[src/rtl/rob_wb_collector.sv]
// Purpose: capture ALU results into 16 ROB-tag-indexed slots, hold each for its commit delay, then retire them to the ROB.
// Latency: i_valid in cycle 0 -> o_wb_valid in cycle 2+i_cmtdelay when uncontended; one write and one completion per cycle.
// Backpressure: none; the ROB accepts every o_wb_valid, and contended eligible slots wait with cnt held at 0.
module rob_wb_collector (
    input  logic        clk,
    input  logic        resetn,
    input  logic        i_valid,
    input  logic [3:0]  i_dst_rob,
    input  logic [7:0]  i_fid,
    input  logic [31:0] i_result,
    input  logic [3:0]  i_cmtdelay,
    input  logic        i_flush,
    output logic        o_wb_valid,
    output logic [3:0]  o_wb_rob,
    output logic [7:0]  o_wb_fid,
    output logic [31:0] o_wb_value,
    output logic [15:0] o_busy,
    output logic        o_overwrite_err
);

    // Slot array, indexed by destination ROB tag.
    logic [15:0] vld;
    logic [3:0]  cnt     [16];
    logic [7:0]  fid_q   [16];
    logic [31:0] val_q   [16];

    logic [3:0]  rr_ptr;
    logic [15:0] elig;
    logic        grant_vld;
    logic [3:0]  grant_idx;
    logic        grant_fire;
    logic        wr;

    // A slot may retire once its countdown has drained; uses registered state only.
    always_comb begin
        for (int i = 0; i < 16; i++) begin
            elig[i] = vld[i] && (cnt[i] == 4'd0);
        end
    end

    // Round-robin pick: first eligible slot at or above rr_ptr, wrapping 15 -> 0.
    always_comb begin
        logic [3:0] idx;
        idx       = '0;
        grant_vld = 1'b0;
        grant_idx = '0;
        for (int k = 0; k < 16; k++) begin
            idx = rr_ptr + 4'(k);
            if (!grant_vld && elig[idx]) begin
                grant_vld = 1'b1;
                grant_idx = idx;
            end
        end
    end

    // Flush kills both the incoming write and any retirement this cycle.
    assign grant_fire = grant_vld && !i_flush;
    assign wr         = i_valid && !i_flush;

    // Slot update: a write wins over a same-cycle grant so the new result is installed
    // while the old one is emitted; otherwise grant/flush clear and the counter drains.
    always_ff @(posedge clk or negedge resetn) begin
        if (!resetn) begin
            vld <= '0;
            for (int i = 0; i < 16; i++) begin
                cnt[i]   <= '0;
                fid_q[i] <= '0;
                val_q[i] <= '0;
            end
        end else begin
            for (int i = 0; i < 16; i++) begin
                if (wr && (i_dst_rob == 4'(i))) begin
                    vld[i]   <= 1'b1;
                    cnt[i]   <= i_cmtdelay;
                    fid_q[i] <= i_fid;
                    val_q[i] <= i_result;
                end else begin
                    if (i_flush || (grant_fire && (grant_idx == 4'(i)))) begin
                        vld[i] <= 1'b0;
                    end
                    if (vld[i] && (cnt[i] != 4'd0)) begin
                        cnt[i] <= cnt[i] - 4'd1;
                    end
                end
            end
        end
    end

    // Completion register and round-robin pointer advance on each retirement.
    always_ff @(posedge clk or negedge resetn) begin
        if (!resetn) begin
            o_wb_valid <= 1'b0;
            o_wb_rob   <= '0;
            o_wb_fid   <= '0;
            o_wb_value <= '0;
            rr_ptr     <= '0;
        end else if (grant_fire) begin
            o_wb_valid <= 1'b1;
            o_wb_rob   <= grant_idx;
            o_wb_fid   <= fid_q[grant_idx];
            o_wb_value <= val_q[grant_idx];
            rr_ptr     <= grant_idx + 4'd1;
        end else begin
            o_wb_valid <= 1'b0;
        end
    end

    // Sticky error: a write landed on a live slot that was not retiring this cycle.
    always_ff @(posedge clk or negedge resetn) begin
        if (!resetn) begin
            o_overwrite_err <= 1'b0;
        end else if (wr && vld[i_dst_rob] && !(grant_fire && (grant_idx == i_dst_rob))) begin
            o_overwrite_err <= 1'b1;
        end
    end

    assign o_busy = vld;

endmodule

[config.mk]
export PLATFORM = sky130hd
export DESIGN_NAME = rob_wb_collector
export DESIGN_NICKNAME = d
export VERILOG_FILES = /design/src/rtl/rob_wb_collector.sv
export SDC_FILE = /design/constraint.sdc
export NUM_CORES = 2
export LEC_CHECK = 0
export ABC_AREA = 1
export CORE_UTILIZATION = 67
export CTS_BUF_LIST = sky130_fd_sc_hd__clkbuf_2 sky130_fd_sc_hd__clkbuf_4 sky130_fd_sc_hd__clkbuf_8
export CTS_CLUSTER_DIAMETER = 60
export CTS_CLUSTER_SIZE = 14
export DETAILED_ROUTE_END_ITERATION = 6
export GPL_TIMING_DRIVEN = 1
export PLACE_DENSITY = 0.89
export SLEW_MARGIN = 20
export SYNTH_ARGS = -nofsm -noshare
export SYNTH_HDL_FRONTEND = slang
export SYNTH_SLANG_ARGS = --single-unit
[constraint.sdc]
create_clock -name clk -period 9.7 [get_ports clk]
set_clock_uncertainty 0.2 [all_clocks]
set_input_delay 1.94 -clock clk [delete_from_list [all_inputs] [get_ports clk]]
set_output_delay 1.94 -clock clk [all_outputs]
set_load 0.05 [all_outputs]
* Word level (Yosys, flattened, before mapping) *
Index checks and enable logic that the tools add are counted.

storage, ports and cells
  bits of input ports = 52
  bits in registers = 770
  output and inout bits = 62
  word-level logic and storage cells = 472

cells by class
  add/subtract/negate cells = 32
  equality and inequality tests = 31
  reductions and logical operators = 183
  magnitude comparators = 18
  muxes and demuxes = 137
  bitwise logic cells = 1

operator list
  kind                   count
  $mux W4                48
  $bmux W32 S4           1
  $lt A4 B5 Y1 const B   17
  $logic_and A1 B1 Y1    84
  $logic_not A4 Y1       18
  $bmux W1 S4            17
  $mux W1                66
  $eq A4 B4 Y1 const B   16
  $mux W32               2
  $reduce_bool A2 Y1     32
  $reduce_bool A4 Y1     16
  $sub A4 B1 Y4 const B  16
  $add A4 B4 Y4 const B  8
  $bmux W8 S4            1
  $eq A4 B3 Y1 const B   8
  $logic_not A1 Y1       17
  $add A4 B3 Y4 const B  4
  $eq A4 B2 Y1 const B   4
  $logic_or A1 B1 Y1     16
  $mux W8                2
  $add A4 B1 Y4 const B  2
  $add A4 B2 Y4 const B  2
  $eq A4 B1 Y1 const B   2
  $ge A5 B5 Y1 const B   1
  other kinds (2)        2

* Logic depth before layout (Yosys ltp) *
  depth in word-level cells = 55
  depth in mapped cells = 32
  mapped depth without buffers = 29

* Worst setup path before layout *
No wires, ideal clock.

  kind = register to register
  start point = register rr_ptr[0]
  end point = register o_wb_fid[1]
  path slack = 5.366 ns
  path buffers = 7
  data required time = 9.382 ns
  stages on the path, launching flop included = 30
  period minus slack after synthesis = 4.334 ns
  arrival = 4.016 ns
  library setup time = 0.118 ns
  path through = dfrtp_1 -> buf_4 -> inv_2 -> buf_6 -> clkbuf_1 -> ha_1 -> inv_1 -> clkbuf_1 -> nand3_1 -> nand3_1 -> nand3_1 -> nand2_1 -> nand2_2 -> nor2_4 -> nand4_1 -> nor2_2 -> nand4_2 -> nor2_4 -> nand4_2 -> nor2_2 -> nand3_1 -> buf_2 -> buf_4 -> buf_6 -> nand4_1 -> nand3_1 -> nand3_1 -> nand2_1 -> nor2_1 -> nor2_1

on the way
  cells in the longest elaborated chain, start to end = 52
  elaborated cells on any way between the ends = 114
  classes of those cells = 15 x add/sub; 67 x mux; 1 x bitwise; 31 x reduce/logical

ends and longest elaborated chain
  item                                                    line  source
  start, declared                                         27    logic [3:0] rr_ptr;
  start signal, assigned                                  102   rr_ptr <= grant_idx + 4'd1;
  branches (longest 52 deep; another with $add A4 B1 Y4)  n/a
  end signal, assigned                                    100   o_wb_fid <= fid_q[grant_idx];
  end, declared                                           15    output logic [7:0] o_wb_fid,

Several ways; the timed one is not identified. The select of a mux whose other input is x is not followed.
A chain may end at the register's enable or synchronous reset.

* Final worst setup path *
  start point = register rr_ptr[1]
  end point = register o_wb_fid[6]

Same word-level chain as after synthesis.

==> impl_metrics.json <==
{
  "yosysWarningCount": 0,
  "clk_latency_ns": 0.71,
  "fp.dieW_um": 240,
  "cts_setup_buffers": 0,
  "mappedNetlistNets": 4840,
  "crit_type": "flip-flop to flip-flop",
  "cts-root-to-sink-buffers": 3,
  "worstPathMaxFanout": 63,
  "post-synth-top-area-fraction_pct": 50.8,
  "detail_route.wl_per_cell_um": 21.3,
  "timing.final.hold_violations": 0,
  "synthesized_instance_count": 4749,
  "critical_path.cell_chain": "inv_1 -> buf_4 -> ha_1 -> inv_1 -> nand3_1 -> nand3_1 -> nand2_1 -> o21ai_2 -> nand4_1 -> nor2_2 -> nand4_2 -> nor2_4 -> nand4_2 -> inv_1 -> nand3_4 -> nand3_4 -> buf_4 -> buf_4 -> nand2_1 -> nand3_1 -> nand3_1 -> nand3_1 -> nor2_1 -> nor2_1",
  "synth_most_common_cell": "nand2_1",
  "timing.critical_path.buf_inv": 6,
  "drv_slew": 0,
  "floorplan.die.height_um": 240,
  "synthTopCellsByCount": "nand2_1 (1,240), dfrtp_1 (770), o21ai_0 (667)",
  "cts_hold_buffers": 0,
  "worst_setup_path_start_kind": "flip-flop",
  "count_of_different_cell_masters_after_synthesis": 40,
  "numPortBuffers": 113,
  "design.die.area_um2": 57500,
  "post-route-drc-count": 4,
  "run_status": "finished with violations",
  "drive_above_1_share_pct": 3.98,
  "setup_ws_ns": 2.55,
  "finalSetupViolations": 0,
  "row_count": 86,
  "number_of_filler_instances_in_the_final_layout": 4334,
  "track_usage_pct": 40.0,
  "crit_required_ns": 10.11,
  "syn_area_per_cell_um2": 7.98,
  "worst_hold_slack_ns": 0.291,
  "num_vias": 35300,
  "hpwl_um": 61600,
  "most_numerous_cell_on_the_critical_path": "nand3_1",
  "grt_pass1_vias": 32700,
  "overflow": 0,
  "cts_sinks": 770,
  "synth_largest_area_cell": "dfrtp_1",
  "drtIter0Drc": 5297,
  "postSynth.asyncResetShare_pct": 100,
  "grt_setup_unrepaired": "false",
  "gp_routability_congestion": 1.00,
  "final_min_period_over_clock_period_pct": 73.7,
  "route.antenna.remaining_nets": 0,
  "grt_pass1_wl_um": 179000,
  "synth_area_leaders": "dfrtp_1 (51%), nand2_1 (12%), o21ai_0 (8.8%)",
  "drtPass1Iterations": 7,
  "utilization_pct": 71.8,
  "class_of_the_most_critical_hold_timing_path": "flip-flop to flip-flop",
  "htreeDepth": 3,
  "fmax_mhz": 140,
  "postRouteWirelength_um": 114000,
  "tritoncts": "built",
  "maximum_number_of_pins_on_one_net_before_global_route_repair": 214,
  "clk_transition_reported_paths_ns": 0.09,
  "drv.max_cap_violation_count": 0,
  "synth-seq-cells": 770,
  "synth-main-ff-cell": "dfrtp_1",
  "cts.repair.resized": 0,
  "max-slew-margin-rel_pct": 20.5,
  "tns_ns": 0,
  "crit_arrival_ns": 7.56,
  "synthesis_to_layout_area_growth_pct": 5.22,
  "crit_path_end_kind": "flip-flop",
  "pre_cts_slack_ns": 2.92,
  "cp_slowest_stage_delay_ns": 0.82,
  "final_period_minus_worst_setup_slack_ns": 7.15,
  "cts-root-buf": "clkbuf_8",
  "routed_via_density": 6.59,
  "top_delay_family_on_crit_path": "simple AND/OR/NAND/NOR gates",
  "core-area_um2": 55500,
  "antenna_violations_before_repair": 1,
  "finalNetCount": 4678,
  "slew_at_the_pin_with_the_worst_max_slew_slack_ns": 1.19,
  "cts_buffers": 67,
  "synth_seq_area_share_pct": 50.8,
  "crit_path_top_delay_cell": "dfrtp_1",
  "io_pins": 114,
  "failed_checks": "DRC",
  "initial_utilization_pct": 68.3,
  "count_of_flip_flops_with_a_built_in_enable_after_synthesis": 0,
  "synth_area_um2": 37900
}
-- layer usage --
| layer | GRT usage [%] | part of all wire [%] | vias up |
|---|---|---|---|
| met4 | 21.2 | 5.1 | 0 |
| met5 | 0 | 0 | - |
| met2 | 60.4 | 45 | 2401 |
| met1 | 55.3 | 38 | 16800 |
| met3 | 7.43 | 12 | 457 |
| li1 | - | - | 15600 |
-- cell type report --
cell class / instances / area (um^2) / area share, %
diodes: 1 / 2.50 / 0.00627
multi-input cells: 3391 / 16200 / 40.6
inverters: 195 / 752 / 1.89
repair buffers: 162 / 1620 / 4.06
flip-flops and latches: 770 / 19300 / 48.3
well taps: 748 / 936 / 2.35
clock buffers: 71 / 977 / 2.45
clock inverters: 10 / 133 / 0.332
-- metrics by stage --
step,instance area [um^2],std cells
after floorplan,37900,4749
after global placement,38800,5266
after detailed placement,38800,5266
after CTS,39900,5347
after global routing,39900,5348
final,39900,5348
-- final timing paths --
kind                                  from     endpoint  slack [ns]  cells after the start
worst max register to register   rr_ptr[1]  o_wb_fid[6]        2.55                     24
worst min register to register  val_q[368]   val_q[368]        0.29                      2
worst min-delay path            val_q[368]   val_q[368]        0.29                      2
max in group asynchronous           resetn   val_q[338]        6.57                      2
min in group asynchronous           resetn      cnt[14]        1.15                      1
worst max-delay path             rr_ptr[1]  o_wb_fid[6]        2.55                     24
-- worst reg2reg max path: stages, from the launching register on --
cell     delay, ns
dfrtp_1       0.82
inv_1         0.33
buf_4         0.27
ha_1          0.46
inv_1         0.44
nand3_1       0.17
nand3_1       0.09
nand2_1       0.09
o21ai_2       0.34
nand4_1       0.17
nor2_2        0.15
nand4_2       0.11
nor2_4        0.20
nand4_2       0.15
inv_1         0.19
nand3_4       0.64
nand3_4       0.60
buf_4         0.57
buf_4         0.46
nand2_1       0.13
nand3_1       0.10
nand3_1       0.10
nand3_1       0.13
nor2_1        0.05
nor2_1        0.09
-- layout by cell type, fill, tap and decap left out, types with 3 or more instances in the layout --
cell type,count
a31oi_1,3
buf_12,9
clkdlybuf4s50_1,112
xnor2_1,12
xor2_1,26
a22oi_1,5
nor3_1,19
ha_1,39
clkinv_1,3
o21a_1,3
nor2_4,9
o21ai_1,6
inv_2,10
clkinv_2,14
o22ai_1,10
nand3_1,624
clkbuf_8,71
nor2_1,291
a21oi_1,60
dfrtp_1,770
nand4_1,323
o221ai_1,18
o21ai_0,667
nor2_2,4
nand2_1,1240
or2_2,3
inv_6,3
nand3_4,3
o211ai_1,11
buf_4,39
inv_1,167
-- flip-flops by register name (all words and copies together) (netlist names), 4 cells and up --
| signal | cells |
|---|---|
| val_q | 512 |
| fid_q | 128 |
| cnt | 64 |
| o_wb_value | 32 |
| o_busy | 16 |
| o_wb_fid | 8 |
| o_wb_rob | 4 |
| rr_ptr | 4 |
-- cells by family after synthesis --
| kind of cell | after synthesis | synth area share, % |
|---|---|---|
| XOR/XNOR | 39 | 0.951 |
| AO/OA/AOI/OAI | 788 | 10.8 |
| buffers and inverters | 588 | 6.64 |
| adder cells (fa/ha/maj) | 39 | 1.29 |
| multiplexers | 1 | 0.0297 |
| AND/OR/NAND/NOR | 2524 | 29.5 |
| flip-flops | 770 | 50.8 |
Power is not shown: default switching activity piles up to over one toggle a cycle in this logic, so the estimate is an artifact.
